`src/rtl/bpsk_tx_scheduler.sv`:
```
// Frame scheduler for the BPSK modulator: preamble, FRAME_WORDS codewords MSB first, then an idle gap.
// Define BPSK_DIFF_EN to differentially encode data symbols (DBPSK) against the last preamble symbol.
module bpsk_tx_scheduler #(
    parameter int                 N           = 24,
    parameter int                 SPS         = 4,
    parameter int                 PRE_LEN     = 8,
    parameter logic [PRE_LEN-1:0] PRE_PAT     = 8'hA5,
    parameter int                 FRAME_WORDS = 4,
    parameter int                 GAP_LEN     = 2
) (
    input  logic         CLK,
    input  logic         RST,
    input  logic [N-1:0] DataIn,
    input  logic         InValid,
    output logic         InReady,
    output logic         SymOut,
    output logic         SymStrobe,
    output logic         SymActive,
    output logic         FrameStart,
    output logic         FrameDone,
    output logic         Underrun
);
    localparam int TW       = (SPS > 1) ? $clog2(SPS) : 1;
    localparam int CNT_MAX  = (PRE_LEN > N) ? PRE_LEN : N;
    localparam int CW       = (CNT_MAX > 1) ? $clog2(CNT_MAX) : 1;
    localparam int WW       = (FRAME_WORDS > 1) ? $clog2(FRAME_WORDS) : 1;
    localparam int GAP_CLKS = GAP_LEN * SPS;
    localparam int GW       = (GAP_CLKS > 1) ? $clog2(GAP_CLKS) : 1;
    localparam int GAP_LAST = (GAP_CLKS > 0) ? GAP_CLKS - 1 : 0;

    typedef enum logic [1:0] {IDLE, PREAMBLE, DATA, GAP} state_t;

    state_t             state, state_nxt;
    logic [TW-1:0]      timer, timer_nxt;
    logic [CW-1:0]      sym_cnt, sym_cnt_nxt;
    logic [WW-1:0]      word_cnt, word_cnt_nxt;
    logic [GW-1:0]      gap_cnt, gap_cnt_nxt;
    logic [N-1:0]       hold_reg, hold_reg_nxt;
    logic [N-1:0]       shift_reg, shift_nxt;
    logic [PRE_LEN-1:0] pre_sr, pre_nxt;
    logic               hold_full, hold_full_nxt;
    logic               sym_out_nxt, strobe_nxt, active_nxt, start_nxt, done_nxt, underrun_nxt;
    logic               timer_last, accept, take, emit_data, data_bit;

    assign accept     = InValid & InReady;
    assign timer_last = (timer == TW'(SPS - 1));

    // NOTE: every variable gets a default at the top of the block, so no path can leave one unassigned and infer a latch.
    always_comb begin
        state_nxt    = state;
        timer_nxt    = timer;
        sym_cnt_nxt  = sym_cnt;
        word_cnt_nxt = word_cnt;
        gap_cnt_nxt  = gap_cnt;
        shift_nxt    = shift_reg;
        pre_nxt      = pre_sr;
        take         = 1'b0;
        emit_data    = 1'b0;
        data_bit     = 1'b0;
        sym_out_nxt  = SymOut;
        active_nxt   = SymActive;
        strobe_nxt   = 1'b0;
        start_nxt    = 1'b0;
        done_nxt     = 1'b0;
        underrun_nxt = 1'b0;

        case (state)
            IDLE: begin
                if (hold_full) begin
                    state_nxt    = PREAMBLE;
                    timer_nxt    = '0;
                    sym_cnt_nxt  = '0;
                    word_cnt_nxt = '0;
                    pre_nxt      = PRE_PAT;
                    sym_out_nxt  = PRE_PAT[PRE_LEN-1];
                    strobe_nxt   = 1'b1;
                    active_nxt   = 1'b1;
                    start_nxt    = 1'b1;
                end
            end
            PREAMBLE: begin
                if (!timer_last) begin
                    timer_nxt = timer + TW'(1);
                end else begin
                    timer_nxt  = '0;
                    strobe_nxt = 1'b1;
                    if (sym_cnt == CW'(PRE_LEN - 1)) begin
                        state_nxt   = DATA;
                        sym_cnt_nxt = '0;
                        take        = 1'b1;
                        shift_nxt   = hold_reg;
                        emit_data   = 1'b1;
                        data_bit    = hold_reg[N-1];
                    end else begin
                        sym_cnt_nxt = sym_cnt + CW'(1);
                        pre_nxt     = pre_sr << 1;
                        sym_out_nxt = pre_nxt[PRE_LEN-1];
                    end
                end
            end
            DATA: begin
                if (!timer_last) begin
                    timer_nxt = timer + TW'(1);
                end else begin
                    timer_nxt = '0;
                    if (sym_cnt != CW'(N - 1)) begin
                        sym_cnt_nxt = sym_cnt + CW'(1);
                        shift_nxt   = shift_reg << 1;
                        strobe_nxt  = 1'b1;
                        emit_data   = 1'b1;
                        data_bit    = shift_nxt[N-1];
                    end else if (word_cnt == WW'(FRAME_WORDS - 1) || !hold_full) begin
                        // Frame ends here: either complete or starved of its next codeword.
                        done_nxt     = (word_cnt == WW'(FRAME_WORDS - 1));
                        underrun_nxt = (word_cnt != WW'(FRAME_WORDS - 1));
                        active_nxt   = 1'b0;
                        sym_out_nxt  = 1'b0;
                        gap_cnt_nxt  = '0;
                        state_nxt    = (GAP_LEN == 0) ? IDLE : GAP;
                    end else begin
                        take         = 1'b1;
                        shift_nxt    = hold_reg;
                        word_cnt_nxt = word_cnt + WW'(1);
                        sym_cnt_nxt  = '0;
                        strobe_nxt   = 1'b1;
                        emit_data    = 1'b1;
                        data_bit     = hold_reg[N-1];
                    end
                end
            end
            GAP: begin
                if (gap_cnt == GW'(GAP_LAST)) state_nxt = IDLE;
                else                          gap_cnt_nxt = gap_cnt + GW'(1);
            end
            default: state_nxt = IDLE;
        endcase

        if (emit_data) begin
`ifdef BPSK_DIFF_EN
            sym_out_nxt = SymOut ^ data_bit;
`else
            sym_out_nxt = data_bit;
`endif
        end

        // Accept only happens while hold is empty and take only while it is full, so they never collide.
        hold_full_nxt = accept | (hold_full & ~take);
        hold_reg_nxt  = accept ? DataIn : hold_reg;
    end

    // NOTE: sequential state uses non-blocking assignments so every register samples pre-edge values.
    // NOTE: the data registers are reset as well, giving a fully defined state after reset.
    always_ff @(posedge CLK or posedge RST) begin
        if (RST) begin
            state      <= IDLE;
            timer      <= '0;
            sym_cnt    <= '0;
            word_cnt   <= '0;
            gap_cnt    <= '0;
            hold_reg   <= '0;
            hold_full  <= 1'b0;
            shift_reg  <= '0;
            pre_sr     <= '0;
            InReady    <= 1'b0;
            SymOut     <= 1'b0;
            SymStrobe  <= 1'b0;
            SymActive  <= 1'b0;
            FrameStart <= 1'b0;
            FrameDone  <= 1'b0;
            Underrun   <= 1'b0;
        end else begin
            state      <= state_nxt;
            timer      <= timer_nxt;
            sym_cnt    <= sym_cnt_nxt;
            word_cnt   <= word_cnt_nxt;
            gap_cnt    <= gap_cnt_nxt;
            hold_reg   <= hold_reg_nxt;
            hold_full  <= hold_full_nxt;
            shift_reg  <= shift_nxt;
            pre_sr     <= pre_nxt;
            InReady    <= ~hold_full_nxt;
            SymOut     <= sym_out_nxt;
            SymStrobe  <= strobe_nxt;
            SymActive  <= active_nxt;
            FrameStart <= start_nxt;
            FrameDone  <= done_nxt;
            Underrun   <= underrun_nxt;
        end
    end
endmodule

```
`config.mk`:
```
export PLATFORM = sky130hd
export DESIGN_NAME = bpsk_tx_scheduler
export DESIGN_NICKNAME = d
export VERILOG_FILES = /design/src/rtl/bpsk_tx_scheduler.sv
export SDC_FILE = /design/constraint.sdc
export NUM_CORES = 1
export LEC_CHECK = 0
export ABC_AREA = 0
export BUFFER_PORTS_ARGS = -buffer_cell sky130_fd_sc_hd__clkbuf_2
export CAP_MARGIN = 5
export CORE_AREA = 10 10 94 96
export CTS_CLUSTER_SIZE = 40
export DETAILED_ROUTE_END_ITERATION = 8
export DIE_AREA = 0 0 104 106
export MAX_ROUTING_LAYER = met4
export PLACE_DENSITY = 0.75
export SYNTH_ARGS = -nofsm -noshare
export SYNTH_HDL_FRONTEND = slang
export SYNTH_SLANG_ARGS = --single-unit
```
`constraint.sdc`:
```
create_clock -name CLK -period 2.97 [get_ports CLK]
set_input_delay 0.891 -clock CLK [delete_from_list [all_inputs] [get_ports CLK]]
set_output_delay 0.891 -clock CLK [all_outputs]
set_load 0.01 [all_outputs]
```
==> results.tsv <==
metric	value	unit
grt_max_degree	55	
die_h	106	microns
cts-root-buf	sky130_fd_sc_hd__clkbuf_8	
post_synth_edffs	0	
rows	31	
grt_antenna_before_repair	0	
max-clock-path-buffers	2	
fin_crit	2300	ps
final_setup_violation_count	0	
synth_area_per_cell	10.9	sq um
clock.fmax	434	MHz
ctsHoldBuffers	0	
worstSetupStartpoint	state[0]$_DFFE_PP0P_	
r2r_start	state[0]$_DFFE_PP0P_	
postSynthCellCount	328	
cpMaxStageDelayCell	sky130_fd_sc_hd__ha_1	
hp-class	register to register	
timing_worst_setup_path_type	register to register	
clkSlewWorstSetupHoldPaths	80	ps
layout_worst_path_cycle_share	77.6	%
synth_warnings	0	
antenna_violating_nets_post_route	0	
via_count	2475	
yosys_most_used_dff	sky130_fd_sc_hd__dfrtp_1	
finalNetCount	400	
total_placed_instance_area	3850	sq um
total_power	0.00227	W
post_drt_via_cell_ratio	5.32	
p_per_area	555	nW/um^2
worst-endpoint-arrival	2570	ps
drive_gt1_share	23.2	%
overall_die_area	11000	sq um
syn_area	3570	sq um
cts_tree	yes	
worstPathRequired	3230	ps
syn_to_final_growth	14.4	%
critical_path.endpoint_type	register	
ys_seq_area_share	53.2	%
worstPathMaxFanout	19	
cts-resized-gates	0	
worst-path-stages	6	
die_width	104	microns
post-route-cell-area	4090	sq um
rsz0062_at_grt	no	
crit_chain	inv_1, ha_1, and2_1, o21ai_0, or4_1, o211ai_1	
fin_setup_tns	0	ps
worstPathBufferInverterCount	1	
firstDrtPassIters	4	
remaining_routing_drc_violations	0	
clock_insertion_delay_worst_skew	350	ps
final-max-slew-violation-count	0	
largest_register_ffs	24	
endpoint_of_the_worst_register_to_register_path	sym_cnt[4]$_DFFE_PP0P_	
slowest_delay	560	ps
worst_slew_margin_rel	60.2	%
finalWirelength	6610	microns
postSynth.asyncResetShare	100	%
ctsHtreeMaxLevel	3	
final_core_utilization	57.9	%
finalWeightedCongestion	0.826	
ys_types	45	
synth_seq_cells	76	
drt-initial-drc-count	86	
route.detailed.wl_per_inst	14.2	microns
cp_top_family	simple AND/OR/NAND/NOR gates	
worstSetupStartpointType	register	
reg2regPathDepth	6	
endpoint_of_the_most_critical_setup_path	sym_cnt[4]$_DFFE_PP0P_	
insertedDiodeCount	0	
cts_setup_buffers	0	
cts_inserted_buffers	9	
p_leak	1.90	nW
reg2reg_setup_slack	670	ps
run_status	finished clean	
mappedNetlistNets	367	
numClockSinks	76	
io_pins	34	
detailed_place_hpwl	4560	microns
max-vdd-ir-drop	337	uV
worst_clock_skew	5.69	ps
hold_viol	0	
gr-usage-all-layers	12.9	%
grt_pass1_wl	11800	microns
maxcap_violations	0	
core	7060	sq um
first_global_vias	2598	
grt_remaining_overflow	0	
port_buffers	33	
worst-slew-pin-transition	598	ps
initial_core_util	50.6	%
per-layer routing:
layer / vias up / part of all wire, % / track usage (%) / routed length (microns)
met3: 8 / 3.8 / 2.36 / 250
met2: 56 / 49 / 21.2 / 3230
met1: 1190 / 46 / 15.5 / 3060
met5: - / 0 / - / 0
met4: 0 / 1.1 / 5.37 / 73
li1: 1221 / - / - / -
layout by cell type, fill, tap and decap left out, types with 2 or more instances in the layout:
cell type,synthesis,layout
sky130_fd_sc_hd__a22o_1,7,7
sky130_fd_sc_hd__a21oi_1,9,9
sky130_fd_sc_hd__nand2_1,48,48
sky130_fd_sc_hd__or2_2,2,2
sky130_fd_sc_hd__o21ai_0,40,40
sky130_fd_sc_hd__nor3_1,5,5
sky130_fd_sc_hd__mux2i_1,24,24
sky130_fd_sc_hd__a211o_1,2,2
sky130_fd_sc_hd__nand3_1,4,4
sky130_fd_sc_hd__inv_1,14,13
sky130_fd_sc_hd__o21a_1,2,2
sky130_fd_sc_hd__buf_4,0,4
sky130_fd_sc_hd__nand2b_1,6,6
sky130_fd_sc_hd__nor2_1,8,8
sky130_fd_sc_hd__ha_1,12,12
sky130_fd_sc_hd__o21ai_1,2,2
sky130_fd_sc_hd__and2_1,2,2
sky130_fd_sc_hd__o31ai_1,2,2
sky130_fd_sc_hd__clkbuf_2,0,33
sky130_fd_sc_hd__mux2_2,24,24
sky130_fd_sc_hd__bufinv_16,0,3
sky130_fd_sc_hd__clkbuf_8,0,9
sky130_fd_sc_hd__dfrtp_1,76,76
where the power goes:
part / total, W / internal (W) / switching (W)
Sequential: 0.00118 / 0.00113 / 0.0000490
Combinational: 0.000149 / 0.0000925 / 0.0000560
Clock: 0.000943 / 0.000560 / 0.000383
worst min-delay path by stage:
| stage | start | to | slack [ps] | cells after the start |
|---|---|---|---|---|
| 2_1_floorplan | shift_reg[14]$_DFFE_PP0P_ | shift_reg[14]$_DFFE_PP0P_ | 450 | 2 |
| 3_3_place_gp | shift_reg[20]$_DFFE_PP0P_ | shift_reg[20]$_DFFE_PP0P_ | 460 | 2 |
| 3_5_place_dp | shift_reg[20]$_DFFE_PP0P_ | shift_reg[20]$_DFFE_PP0P_ | 470 | 2 |
| 4_1_cts | shift_reg[20]$_DFFE_PP0P_ | shift_reg[20]$_DFFE_PP0P_ | 490 | 2 |
| 5_1_grt | shift_reg[20]$_DFFE_PP0P_ | shift_reg[20]$_DFFE_PP0P_ | 520 | 2 |
| 6_report | shift_reg[20]$_DFFE_PP0P_ | shift_reg[20]$_DFFE_PP0P_ | 490 | 2 |
kinds of logic after synthesis:
logic type / share of synthesized area, %
flops: 53.2
mux: 14.6
buf+inv: 3.47
fa+ha+maj: 4.20
simple gates: 11.1
compound gates: 13.4
area by class of cell:
| cell class | count | area, sq um |
|---|---|---|
| Clock buffer | 10 | 128 |
| Multi-Input combinational cell | 222 | 1550 |
| Timing Repair Buffer | 38 | 215 |
| Tap cell | 99 | 124 |
| Fill cell | 594 | 2970 |
| Clock inverter | 6 | 111 |
| Inverter | 14 | 52.6 |
| Sequential cell | 76 | 1900 |
Yosys cell counts (2+ instances only):
| master | count | share of area, % |
|---|---|---|
| sky130_fd_sc_hd__ha_1 | 12 | 4.2 |
| sky130_fd_sc_hd__nand2_1 | 48 | 5.0 |
| sky130_fd_sc_hd__clkbuf_1 | 12 | 1.3 |
| sky130_fd_sc_hd__o21ai_1 | 2 | 0.28 |
| sky130_fd_sc_hd__o31ai_1 | 2 | 0.42 |
| sky130_fd_sc_hd__nand2b_1 | 6 | 1.1 |
| sky130_fd_sc_hd__buf_2 | 3 | 0.42 |
| sky130_fd_sc_hd__dfrtp_1 | 76 | 53 |
| sky130_fd_sc_hd__nor2_1 | 8 | 0.84 |
| sky130_fd_sc_hd__inv_1 | 14 | 1.5 |
| sky130_fd_sc_hd__o21a_1 | 2 | 0.42 |
| sky130_fd_sc_hd__a22o_1 | 7 | 1.7 |
| sky130_fd_sc_hd__a211o_1 | 2 | 0.49 |
| sky130_fd_sc_hd__nand3_1 | 4 | 0.56 |
| sky130_fd_sc_hd__and2_1 | 2 | 0.35 |
| sky130_fd_sc_hd__a21oi_1 | 9 | 1.3 |
| sky130_fd_sc_hd__or2_2 | 2 | 0.35 |
| sky130_fd_sc_hd__o21ai_0 | 40 | 5.6 |
| sky130_fd_sc_hd__nor3_1 | 5 | 0.70 |
| sky130_fd_sc_hd__mux2i_1 | 24 | 6.7 |
| sky130_fd_sc_hd__mux2_2 | 24 | 7.6 |
tightest hold or removal path: stages, from the launching register on:
cell and delay [ps]:
sky130_fd_sc_hd__dfrtp_1 350, sky130_fd_sc_hd__nand2_1 40, sky130_fd_sc_hd__o21ai_0 60
stage by stage:
step	hold WS [ps]	cells	setup WS, ps
after floorplan	449	328	141
after global placement	461	449	847
after detailed placement	470	449	740
after CTS	489	465	686
after global routing	517	465	433
final	485	465	666
Power figures use the tool's default switching activity.
